$ cat config.mk
export PLATFORM = sky130hd
export DESIGN_NAME = ram_hex_dumper
export DESIGN_NICKNAME = d
export VERILOG_FILES = /design/src/rtl/dump_pkg.sv /design/src/rtl/ram_hex_dumper_if.sv /design/src/rtl/nib2ascii.sv /design/src/rtl/ram_hex_dumper_core.sv /design/src/rtl/ram_hex_dumper.sv
export SDC_FILE = /design/constraint.sdc
export NUM_CORES = 1
export LEC_CHECK = 0
export CAP_MARGIN = 20
export CORE_UTILIZATION = 48
export CTS_CLUSTER_DIAMETER = 60
export DETAILED_ROUTE_END_ITERATION = 12
export PLACE_DENSITY = 0.89
export SYNTH_ARGS = -nofsm -noshare
export SYNTH_HDL_FRONTEND = slang
export SYNTH_HIERARCHICAL = 1
export SYNTH_SLANG_ARGS = --single-unit
$ cat constraint.sdc
create_clock -name CLK -period 2.5 [get_ports CLK]
set_input_delay 0.5 -clock CLK [delete_from_list [all_inputs] [get_ports CLK]]
set_output_delay 0.5 -clock CLK [all_outputs]
set_load 0.005 [all_outputs]
$ cat src/rtl/dump_pkg.sv
// Shared definitions for the RAM hex dumper: FSM states, UART register
// map, LSR bit position, ASCII constants and the per-byte character slots.
// No ports; imported by the dumper core.
package dump_pkg;

  typedef enum logic [2:0] {
    IDLE,
    RD_REQ,
    RD_CAP,
    POLL,
    WR_CHR,
    NEXT,
    FINISH
  } state_t;

  // UART register addresses (16550-style map)
  localparam logic [2:0] UART_THR = 3'd0;
  localparam logic [2:0] UART_LSR = 3'd5;

  // Transmit-holding-register-empty flag inside LSR
  localparam int LSR_THRE_BIT = 5;

  localparam logic [7:0] ASCII_CR    = 8'h0D;
  localparam logic [7:0] ASCII_LF    = 8'h0A;
  localparam logic [7:0] ASCII_COLON = 8'h3A;
  localparam logic [7:0] ASCII_SPACE = 8'h20;

  // Character slots emitted for one RAM byte. Slots 0-2 only at the start
  // of a line, slots 6-7 only at the end of a line.
  localparam logic [2:0] CI_ADDR_HI = 3'd0;
  localparam logic [2:0] CI_ADDR_LO = 3'd1;
  localparam logic [2:0] CI_COLON   = 3'd2;
  localparam logic [2:0] CI_SPACE   = 3'd3;
  localparam logic [2:0] CI_DATA_HI = 3'd4;
  localparam logic [2:0] CI_DATA_LO = 3'd5;
  localparam logic [2:0] CI_CR      = 3'd6;
  localparam logic [2:0] CI_LF      = 3'd7;

endpackage

$ cat src/rtl/ram_hex_dumper_if.sv
// Bus bundle between the dumper and its RAM / UART neighbours.
// master: drives RAM address/enables and UART address/data/strobes.
// slave:  returns RAM read data and UART read data.
interface ram_hex_dumper_if #(
  parameter int DATA_WIDTH = 8,
  parameter int ADDR_WIDTH = 8
) ();

  logic [ADDR_WIDTH-1:0] sram_add;
  logic                  sram_cen;
  logic                  sram_wen;
  logic [DATA_WIDTH-1:0] sram_dat;

  logic [2:0]            uart_addr;
  logic [7:0]            uart_wdata;
  logic [7:0]            uart_rdata;
  logic                  uart_we;
  logic                  uart_re;

  modport master (
    output sram_add, sram_cen, sram_wen,
    output uart_addr, uart_wdata, uart_we, uart_re,
    input  sram_dat, uart_rdata
  );

  modport slave (
    input  sram_add, sram_cen, sram_wen,
    input  uart_addr, uart_wdata, uart_we, uart_re,
    output sram_dat, uart_rdata
  );

endinterface

$ cat src/rtl/nib2ascii.sv
// Converts one hex nibble to its uppercase ASCII character (combinational).
// Ports: nib - 4-bit value; chr - ASCII '0'-'9' or 'A'-'F'.
module nib2ascii (
  input  logic [3:0] nib,
  output logic [7:0] chr
);

  // 'A' is 0x41, so values 10..15 map onto 0x37 + nib
  assign chr = (nib < 4'd10) ? (8'h30 + {4'h0, nib}) : (8'h37 + {4'h0, nib});

endmodule

$ cat src/rtl/ram_hex_dumper_core.sv
// Dump FSM: reads RAM bytes and writes them to a UART as hex text lines.
// Ports: CLK/RESETn; start/base_addr/count request; busy/done status;
//        bus (master) carries the RAM read port and UART register port.
module ram_hex_dumper_core
  import dump_pkg::*;
#(
  parameter int DATA_WIDTH     = 8,
  parameter int ADDR_WIDTH     = 8,
  parameter int BYTES_PER_LINE = 16
) (
  input  logic                  CLK,
  input  logic                  RESETn,
  input  logic                  start,
  input  logic [ADDR_WIDTH-1:0] base_addr,
  input  logic [ADDR_WIDTH:0]   count,
  output logic                  busy,
  output logic                  done,
  ram_hex_dumper_if.master      bus
);

  localparam int LPW = (BYTES_PER_LINE > 1) ? $clog2(BYTES_PER_LINE) : 1;
  localparam logic [LPW-1:0] LAST_POS = LPW'(BYTES_PER_LINE - 1);

  state_t                state;
  logic [ADDR_WIDTH-1:0] cur_addr;
  logic [ADDR_WIDTH:0]   remaining;
  logic [LPW-1:0]        line_pos;
  logic [2:0]            chr_idx;
  logic [DATA_WIDTH-1:0] data_r;

  logic       line_start;
  logic       line_end;
  logic       last_byte;
  logic [7:0] sel_byte;
  logic [7:0] hi_chr;
  logic [7:0] lo_chr;
  logic [7:0] cur_chr;

  assign last_byte  = (remaining == {{ADDR_WIDTH{1'b0}}, 1'b1});
  assign line_start = (line_pos == '0);
  // The final byte always closes its line, even a short one
  assign line_end   = (line_pos == LAST_POS) || last_byte;

  // Prefix slots print the line address, data slots print the RAM byte
  assign sel_byte = (chr_idx < CI_SPACE) ? 8'(cur_addr) : 8'(data_r);

  nib2ascii u_nib_hi (.nib(sel_byte[7:4]), .chr(hi_chr));
  nib2ascii u_nib_lo (.nib(sel_byte[3:0]), .chr(lo_chr));

  always_comb begin
    cur_chr = ASCII_SPACE;
    case (chr_idx)
      CI_ADDR_HI, CI_DATA_HI: cur_chr = hi_chr;
      CI_ADDR_LO, CI_DATA_LO: cur_chr = lo_chr;
      CI_COLON:               cur_chr = ASCII_COLON;
      CI_SPACE:               cur_chr = ASCII_SPACE;
      CI_CR:                  cur_chr = ASCII_CR;
      CI_LF:                  cur_chr = ASCII_LF;
      default:                cur_chr = ASCII_SPACE;
    endcase
  end

  // Read-only client of the RAM
  assign bus.sram_wen = 1'b1;

  always_ff @(posedge CLK or negedge RESETn) begin
    if (!RESETn) begin
      state          <= IDLE;
      busy           <= 1'b0;
      done           <= 1'b0;
      bus.sram_cen   <= 1'b1;
      bus.sram_add   <= '0;
      bus.uart_we    <= 1'b0;
      bus.uart_re    <= 1'b0;
      bus.uart_addr  <= UART_THR;
      bus.uart_wdata <= 8'h00;
      cur_addr       <= '0;
      remaining      <= '0;
      line_pos       <= '0;
      chr_idx        <= '0;
      data_r         <= '0;
    end else begin
      done <= 1'b0;
      case (state)
        IDLE: begin
          if (start) begin
            cur_addr  <= base_addr;
            remaining <= count;
            line_pos  <= '0;
            busy      <= 1'b1;
            if (count == '0) begin
              state <= FINISH;
            end else begin
              bus.sram_cen <= 1'b0;
              bus.sram_add <= base_addr;
              state        <= RD_REQ;
            end
          end
        end

        RD_REQ: begin
          bus.sram_cen <= 1'b1;
          state        <= RD_CAP;
        end

        RD_CAP: begin
          data_r        <= bus.sram_dat;
          chr_idx       <= line_start ? CI_ADDR_HI : CI_SPACE;
          bus.uart_re   <= 1'b1;
          bus.uart_addr <= UART_LSR;
          state         <= POLL;
        end

        // Read strobe stays high while THRE is clear: one LSR read per cycle
        POLL: begin
          if (bus.uart_rdata[LSR_THRE_BIT]) begin
            bus.uart_re    <= 1'b0;
            bus.uart_we    <= 1'b1;
            bus.uart_addr  <= UART_THR;
            bus.uart_wdata <= cur_chr;
            state          <= WR_CHR;
          end
        end

        WR_CHR: begin
          bus.uart_we <= 1'b0;
          state       <= NEXT;
        end

        NEXT: begin
          if ((chr_idx == CI_DATA_LO && !line_end) || chr_idx == CI_LF) begin
            if (last_byte) begin
              state <= FINISH;
            end else begin
              remaining    <= remaining - 1'b1;
              cur_addr     <= cur_addr + 1'b1;
              line_pos     <= line_end ? '0 : line_pos + 1'b1;
              bus.sram_cen <= 1'b0;
              bus.sram_add <= cur_addr + 1'b1;
              state        <= RD_REQ;
            end
          end else begin
            chr_idx       <= chr_idx + 3'd1;
            bus.uart_re   <= 1'b1;
            bus.uart_addr <= UART_LSR;
            state         <= POLL;
          end
        end

        FINISH: begin
          done  <= 1'b1;
          busy  <= 1'b0;
          state <= IDLE;
        end

        default: state <= IDLE;
      endcase
    end
  end

endmodule

$ cat src/rtl/ram_hex_dumper.sv
// Top of the RAM hex dumper: flat pin-level ports around the dump core.
// Ports: CLK, RESETn, start/base_addr/count, busy/done, sram_* RAM read
//        port (RAM clocked on ~CLK), uart_* register port.
module ram_hex_dumper #(
  parameter int DATA_WIDTH     = 8,
  parameter int ADDR_WIDTH     = 8,
  parameter int BYTES_PER_LINE = 16
) (
  input  logic                  CLK,
  input  logic                  RESETn,
  input  logic                  start,
  input  logic [ADDR_WIDTH-1:0] base_addr,
  input  logic [ADDR_WIDTH:0]   count,
  output logic                  busy,
  output logic                  done,
  output logic [ADDR_WIDTH-1:0] sram_ADD_o,
  output logic                  sram_CEN_o,
  output logic                  sram_WEN_o,
  input  logic [DATA_WIDTH-1:0] sram_DAT_i,
  output logic [2:0]            uart_addr_o,
  output logic [7:0]            uart_wdata_o,
  input  logic [7:0]            uart_rdata_i,
  output logic                  uart_we_o,
  output logic                  uart_re_o
);

  ram_hex_dumper_if #(
    .DATA_WIDTH(DATA_WIDTH),
    .ADDR_WIDTH(ADDR_WIDTH)
  ) bus ();

  ram_hex_dumper_core #(
    .DATA_WIDTH    (DATA_WIDTH),
    .ADDR_WIDTH    (ADDR_WIDTH),
    .BYTES_PER_LINE(BYTES_PER_LINE)
  ) u_core (
    .CLK      (CLK),
    .RESETn   (RESETn),
    .start    (start),
    .base_addr(base_addr),
    .count    (count),
    .busy     (busy),
    .done     (done),
    .bus      (bus.master)
  );

  assign sram_ADD_o     = bus.sram_add;
  assign sram_CEN_o     = bus.sram_cen;
  assign sram_WEN_o     = bus.sram_wen;
  assign bus.sram_dat   = sram_DAT_i;
  assign uart_addr_o    = bus.uart_addr;
  assign uart_wdata_o   = bus.uart_wdata;
  assign bus.uart_rdata = uart_rdata_i;
  assign uart_we_o      = bus.uart_we;
  assign uart_re_o      = bus.uart_re;

endmodule
## Word level (Yosys, flattened, before mapping)

Index checks and enable logic that the tools add are counted.

- Add/sub/neg operators: 8
- Multiply operators: 0
- Div/mod/pow operators: 0
- $lt $le $gt $ge: 3
- Equality and inequality tests: 21
- Shift operators: 0
- Mux-type cells: 45
- Bitwise gates (word level): 0
- Reduce and logical (&&, ||, !) cells: 25

Operator list:

| cell | count |
|---|---|
| $mux W8 | 6 |
| $pmux W8 S6 | 1 |
| $pmux W8 S2 | 2 |
| $add A6 B4 Y7 const A | 4 |
| $mux W9 | 3 |
| $mux W3 | 8 |
| $eq A3 B3 Y1 const B | 7 |
| $pmux W3 S6 | 1 |
| $pmux W9 S2 | 1 |
| $mux W4 | 4 |
| $mux W7 | 2 |
| $eq A3 B2 Y1 const B | 4 |
| $ne A2 B2 Y1 const B | 5 |
| $reduce_and A2 Y1 | 5 |
| $reduce_and A5 Y1 | 2 |
| $eq A9 B1 Y1 const B | 1 |
| $logic_not A9 Y1 | 1 |
| $mux W1 | 9 |
| $pmux W3 S3 | 1 |
| $sub A9 B1 Y9 const B | 1 |
| $add A8 B1 Y8 const B | 1 |
| $lt A4 B4 Y1 const B | 2 |
| $pmux W4 S2 | 1 |
| $reduce_bool A2 Y1 | 4 |
| 19 further kinds | 26 |

- Register bits: 59
- Bits in latches: 0
- Bits in writable memories: 0
- Bits in read-only memories: 0
- Input bits: 36
- Output and inout bits: 25
- Word-level logic and storage cells: 116
- Memories: 0

## Depth between registers and ports, before layout

- Depth in word-level cells: 7
- Depth in mapped cells: 11
- Depth with buffers taken out: 10

## Cells and area by module

Netlist, hierarchy kept.

By module, submodules not included:

| module | instances | cells each | area an instance (µm²) | sequential area each (µm²) |
|---|---|---|---|---|
| ram_hex_dumper_core | 1 | 346 | 3221.8 | 1402.6 |
| nib2ascii | 2 | 16 | 105.1 | 0.0 |

## Worst setup path before layout

OpenSTA, ideal clock, no wires.

- Path type: register to register
- Start point: register u_core.chr_idx[2]
- End point: register u_core.bus.uart_wdata[2]
- Setup time: 0.132 ns
- Arrival time: 2.330 ns
- Data required time: 2.368 ns
- Path slack: 0.038 ns
- Stages on the path, launching flop included: 12
- Path buffers: 1
- Period minus slack after synthesis: 2.462 ns
- Cell sequence: dfrtp_1 -> clkbuf_1 -> a21oi_1 -> mux2_2 -> inv_1 -> ha_1 -> nand2_2 -> mux2_1 -> a22oi_1 -> nor2_1 -> a21oi_1 -> o21ai_0

- Longest elaborated chain between the ends: 5
- Elaborated cells on any way between the ends: 21
- Those cells by class: add/sub (4); order compare (3); eq/ne (7); mux (4); reduce/logical (3)

RTL lines:

| element | RTL line | source |
|---|---|---|
| start: declaration | ram_hex_dumper_core.sv:28 | `logic [2:0] chr_idx;` |
| start signal: assignment | ram_hex_dumper_core.sv:108 | `chr_idx <= line_start ? CI_ADDR_HI : CI_SPACE;` |
| start signal: assignment | ram_hex_dumper_core.sv:143 | `chr_idx <= chr_idx + 3'd1;` |
| $lt A3 B2 Y1 (*) | ram_hex_dumper_core.sv:45 | `assign sel_byte = (chr_idx < CI_SPACE) ? 8'(cur_addr) : 8'(data_r);` |
| $mux W8 (*) | ram_hex_dumper_core.sv:45 |  |
| net u_core.sel_byte[1] | ram_hex_dumper_core.sv:34 | `logic [7:0] sel_byte;` |
| $add A6 B4 Y7 / $lt A4 B4 Y1 (equally long branches) | nib2ascii.sv:9 | `assign chr = (nib < 4'd10) ? (8'h30 + {4'h0, nib}) : (8'h37 + {4'h0, nib});` |
| $mux W7 (*) | nib2ascii.sv:9 |  |
| net u_core.lo_chr[2] | ram_hex_dumper_core.sv:36 | `logic [7:0] lo_chr;` |
| $pmux W8 S6 (*) | ram_hex_dumper_core.sv:52 | `case (chr_idx)` |
| end signal: assignment | ram_hex_dumper_core.sv:120 | `bus.uart_wdata <= cur_chr;` |
| end: declaration | ram_hex_dumper_if.sv:22 | `output uart_addr, uart_wdata, uart_we, uart_re,` |

Mark *: on every way through the listed nets, which the timed path passes. The rest lies on a longest branch. The select of a mux whose other input is x is not followed.
A chain may end at the register's enable or synchronous reset.

## Worst setup path after layout

- Start point: register u_core.chr_idx[1]
- End point: register u_core.bus.sram_add[5]

- Longest elaborated chain between the ends: 5
- Elaborated cells on any way between the ends: 6
- Those cells by class: eq/ne (3); reduce/logical (3)

RTL lines:

| element | RTL line | source |
|---|---|---|
| $eq A3 B3 Y1 | ram_hex_dumper_core.sv:131 | `if ((chr_idx == CI_DATA_LO && !line_end) \|\| chr_idx == CI_LF) begin` |
| $logic_and A1 B1 Y1 | ram_hex_dumper_core.sv:131 |  |
| $logic_or A1 B1 Y1 (*) | ram_hex_dumper_core.sv:131 |  |
| $ne A2 B1 Y1 (no source line) (*) | -- |  |
| $reduce_and A5 Y1 (no source line) (*) | -- |  |
| end signal: assignment | ram_hex_dumper_core.sv:95 | `bus.sram_add <= base_addr;` |
| end signal: assignment | ram_hex_dumper_core.sv:139 | `bus.sram_add <= cur_addr + 1'b1;` |
| end: declaration | ram_hex_dumper_if.sv:21 | `output sram_add, sram_cen, sram_wen,` |

Mark *: on every way between the ends. The rest lies on a longest branch, timed or not.

==> flow_summary.yaml <==
floorplanning:
  die-width_um: 86.6
  initial_utilization_pct: 50.0
  die_h_um: 86.6
  design.die.area_um2: 7490
  placeableCoreArea_um2: 6870
  rows: 30
  top_level_ports: 61
synth:
  netlist_instances: 378
  netlist_area_um2: 3430
  post_synth_main_area_contributors: "dfrtp_1 40%, mux2_2 6.2%, a21oi_1 5.5%"
  netlist.top_cell.by_area: "dfrtp_1"
  seq_total_area_yosys_pct: 40.9
  yosys.cell_types.count: 61
  synth-main-ff-cell: "dfrtp_1"
  yosys_register_bits: 56
  synthMostInstantiatedCell: "dfrtp_1"
  synthesis.nets: 427
  asyncSetResetFlopFracSynth_pct: 100
  netlist_top_cells_count: "55 x dfrtp_1, 38 x a21oi_1, 37 x nand2_1, 34 x o21ai_0, 27 x nor2_1"
  yosysWarnings: 6
  syn_avg_cell_area_um2: 9.08
  netlist.area_leader.share_pct: 40.1
  synth_enable_flop_cells: 0
run_status:
  status: "complete, no violations"
critical_path:
  cp-start-kind: "flop"
  critPathArrivalTime_ns: 2.65
  cp_max_fo: 12
  ff2ff_setup_slack_ns: 0.08
  cp.required_ns: 2.72
  critical_path_class: "flop to flop"
  worst_setup_path_end_kind: "flop"
routing:
  routed_wire_length_per_instance_um: 14.6
  met3WireLength_um: 408
  met2WireLength_um: 3720
  dr.first_iter.drc_count: 179
  first_pass_iters: 5
  route.final.wire_length_um: 7650
  detail_route.vias_per_cell: 5.73
  vias: 3004
  drc: 0
  antenna_violating_nets_post_route: 0
  wl_on_met1_um: 3330
  routed.top_layer: "met4"
timing:
  post-route-period-util_pct: 97.0
  report.final.setup_viol: 0
  worst_pin_slew_ns: 0.687
  timing.slew.headroom_pct: 54.2
  grt_setup_unrepaired: "true"
  finalHoldViolCount: 0
  fmax_mhz: 412
  clock-skew-final_ns: 0.00972
  final_critical_period_ns: 2.42
  final_max_slew_viol_count: 0
grt:
  first_global_vias: 2761
  grt_remaining_overflow: 0
  global_route.usage.total_pct: 21.4
  maximum_number_of_pins_on_one_net_before_global_route_repair: 33
  grt_antenna_before_repair: 0
  global_route_wire_length_before_repair_um: 12600
cts:
  cts.sink_count: 56
  cts.reportedPaths.clkPinSlew_ns: 0.10
  cts-buffers-inserted: 5
  clk_latency_ns: 0.32
  htree_num_levels: 2
  root_buffer_cell: "clkbuf_8"
  cts_tree: "yes"
  post-cts-setup-buffer-count: 0
  number_of_buffers_on_the_longest_clock_path: 2
layout:
  instances_no_fill: 524
  synthToLayoutAreaGrowth_pct: 22.1
  drive_gt1_share_pct: 14.3
  layout.nets: 476
  post-route-cell-area_um2: 4190
  antennaDiodeCount: 0
placement:
  placed_cells: 516
  io_buffer_count: 51
  post_dp_cell_area_um2: 4050
  dpl.hpwl_um: 5560
  gp_congestion: 0.895
power:
  vdd.ir_drop.worst_v: 0.000450
  post-layout-total-power_uw: 4530
  power.density_cell_area_nw_per_um2: 1080
  total_leakage_power_uw: 0.00175
hold_path:
  hold_path_class: "input pin to async pin"
run:
  maxCapViolations: 0
==> final cells by class <==
cell class,count,area [um^2]
timing repair buffer,67,638
clock inverter,3,42.5
fill,582,2680
inverter,19,71.3
tap,96,120
clock buffer,5,68.8
sequential,56,1400
multi-input combinational,278,1850
==> state kept, by name, summed over array words and instances (netlist names) <==
name                   count
u_core/data_r              8
u_core/bus.sram_cen        1
u_core/cur_addr            8
u_core/done                1
u_core/state               3
u_core/chr_idx             3
u_core/busy                1
u_core/remaining           9
u_core/bus.uart_addr       1
u_core/bus.sram_add        8
u_core/line_pos            4
u_core/bus.uart_wdata      8
u_core/bus.uart_we         1
==> cells by family (layout without fill, tap and decap cells) <==
family                     count (synthesis)  in the layout  synth area share (%)
xor gates and xnor gates                   7              7                  1.79
buffers and inverters                     44             94                  6.16
other                                      4              4                 0.437
and+or+nand+nor                          113            113                  17.0
DFF                                       56             56                  40.9
adders and majority gates                 13             13                  4.74
AOI/OAI and AO/OA                        115            115                  20.6
muxes                                     26             26                  8.42
==> worst max-delay path, cell delays in order (launching register included) <==
cell and delay (ns):
dfrtp_1 0.47, ha_1 0.22, ha_1 0.25, and4b_1 0.26, buf_4 0.15, o31ai_1 0.29
o221ai_2 0.23, buf_4 0.22, o31ai_1 0.26
==> final timing paths <==
check                                               to                   start  cells past startpoint
worst max-delay path            u_core/bus.sram_add[5]       u_core/chr_idx[1]                      8
worst min-delay path                  u_core/data_r[5]                  RESETn                      1
worst max register to register  u_core/bus.sram_add[5]       u_core/chr_idx[1]                      8
worst min register to register  u_core/bus.sram_add[3]  u_core/bus.sram_add[3]                      2
max in group asynchronous          u_core/bus.sram_cen                  RESETn                      2
min in group CLK                u_core/bus.sram_add[3]  u_core/bus.sram_add[3]                      2
==> power by group <==
part           switching, uW  internal, uW  total, uW
logic                   1180          1130       2310
clock network            293           297        590
registers                338          1300       1640
total                   1810          2720       4530
==> per-layer routing <==
layer / global-route usage, % / vias to the layer above
li1: - / 1431
met1: 27.7 / 1426
met2: 36.7 / 126
met3: 3.24 / 21
met4: 7.27 / 0
met5: 0 / -
==> stage by stage <==
step	hold WS, ns	setup TNS [ns]	util (%)	worst slack (ns)
final	0.216	0	61.0	0.0755
after global routing	0.264	-0.0284	61.0	-0.0284
after CTS	0.232	0	60.6	0.00973
after detailed placement	0.471	0	59.0	0.0344
after global placement	0.460	0	59.0	0.128
after floorplan	0.204	0	-	0.0378
==> cells in the final DEF, fill, tap and decap left out, drive strengths merged, types with 3 or more instances in the layout <==
master	count
a211oi	3
nor3b	3
a22oi	3
o21ai	39
nor2b	6
clkbuf	5
a21o	3
xnor2	3
nand2b	3
conb	4
nor2	28
and3	3
nand3	9
o22ai	7
xor2	4
dfrtp	55
ha	13
a21oi	38
nor3	7
nor4	3
nand2	39
mux2i	3
buf	17
inv	19
clkdlybuf4s50	50
mux2	23
==> repair_timing <==
item | 4_1_cts | 5_1_grt
hold buffers | 0 | 0
gates resized for setup | 0 | 5
endpoints found under the setup margin | 0 | 13
Note: power is estimated with default switching activity, not from simulation.
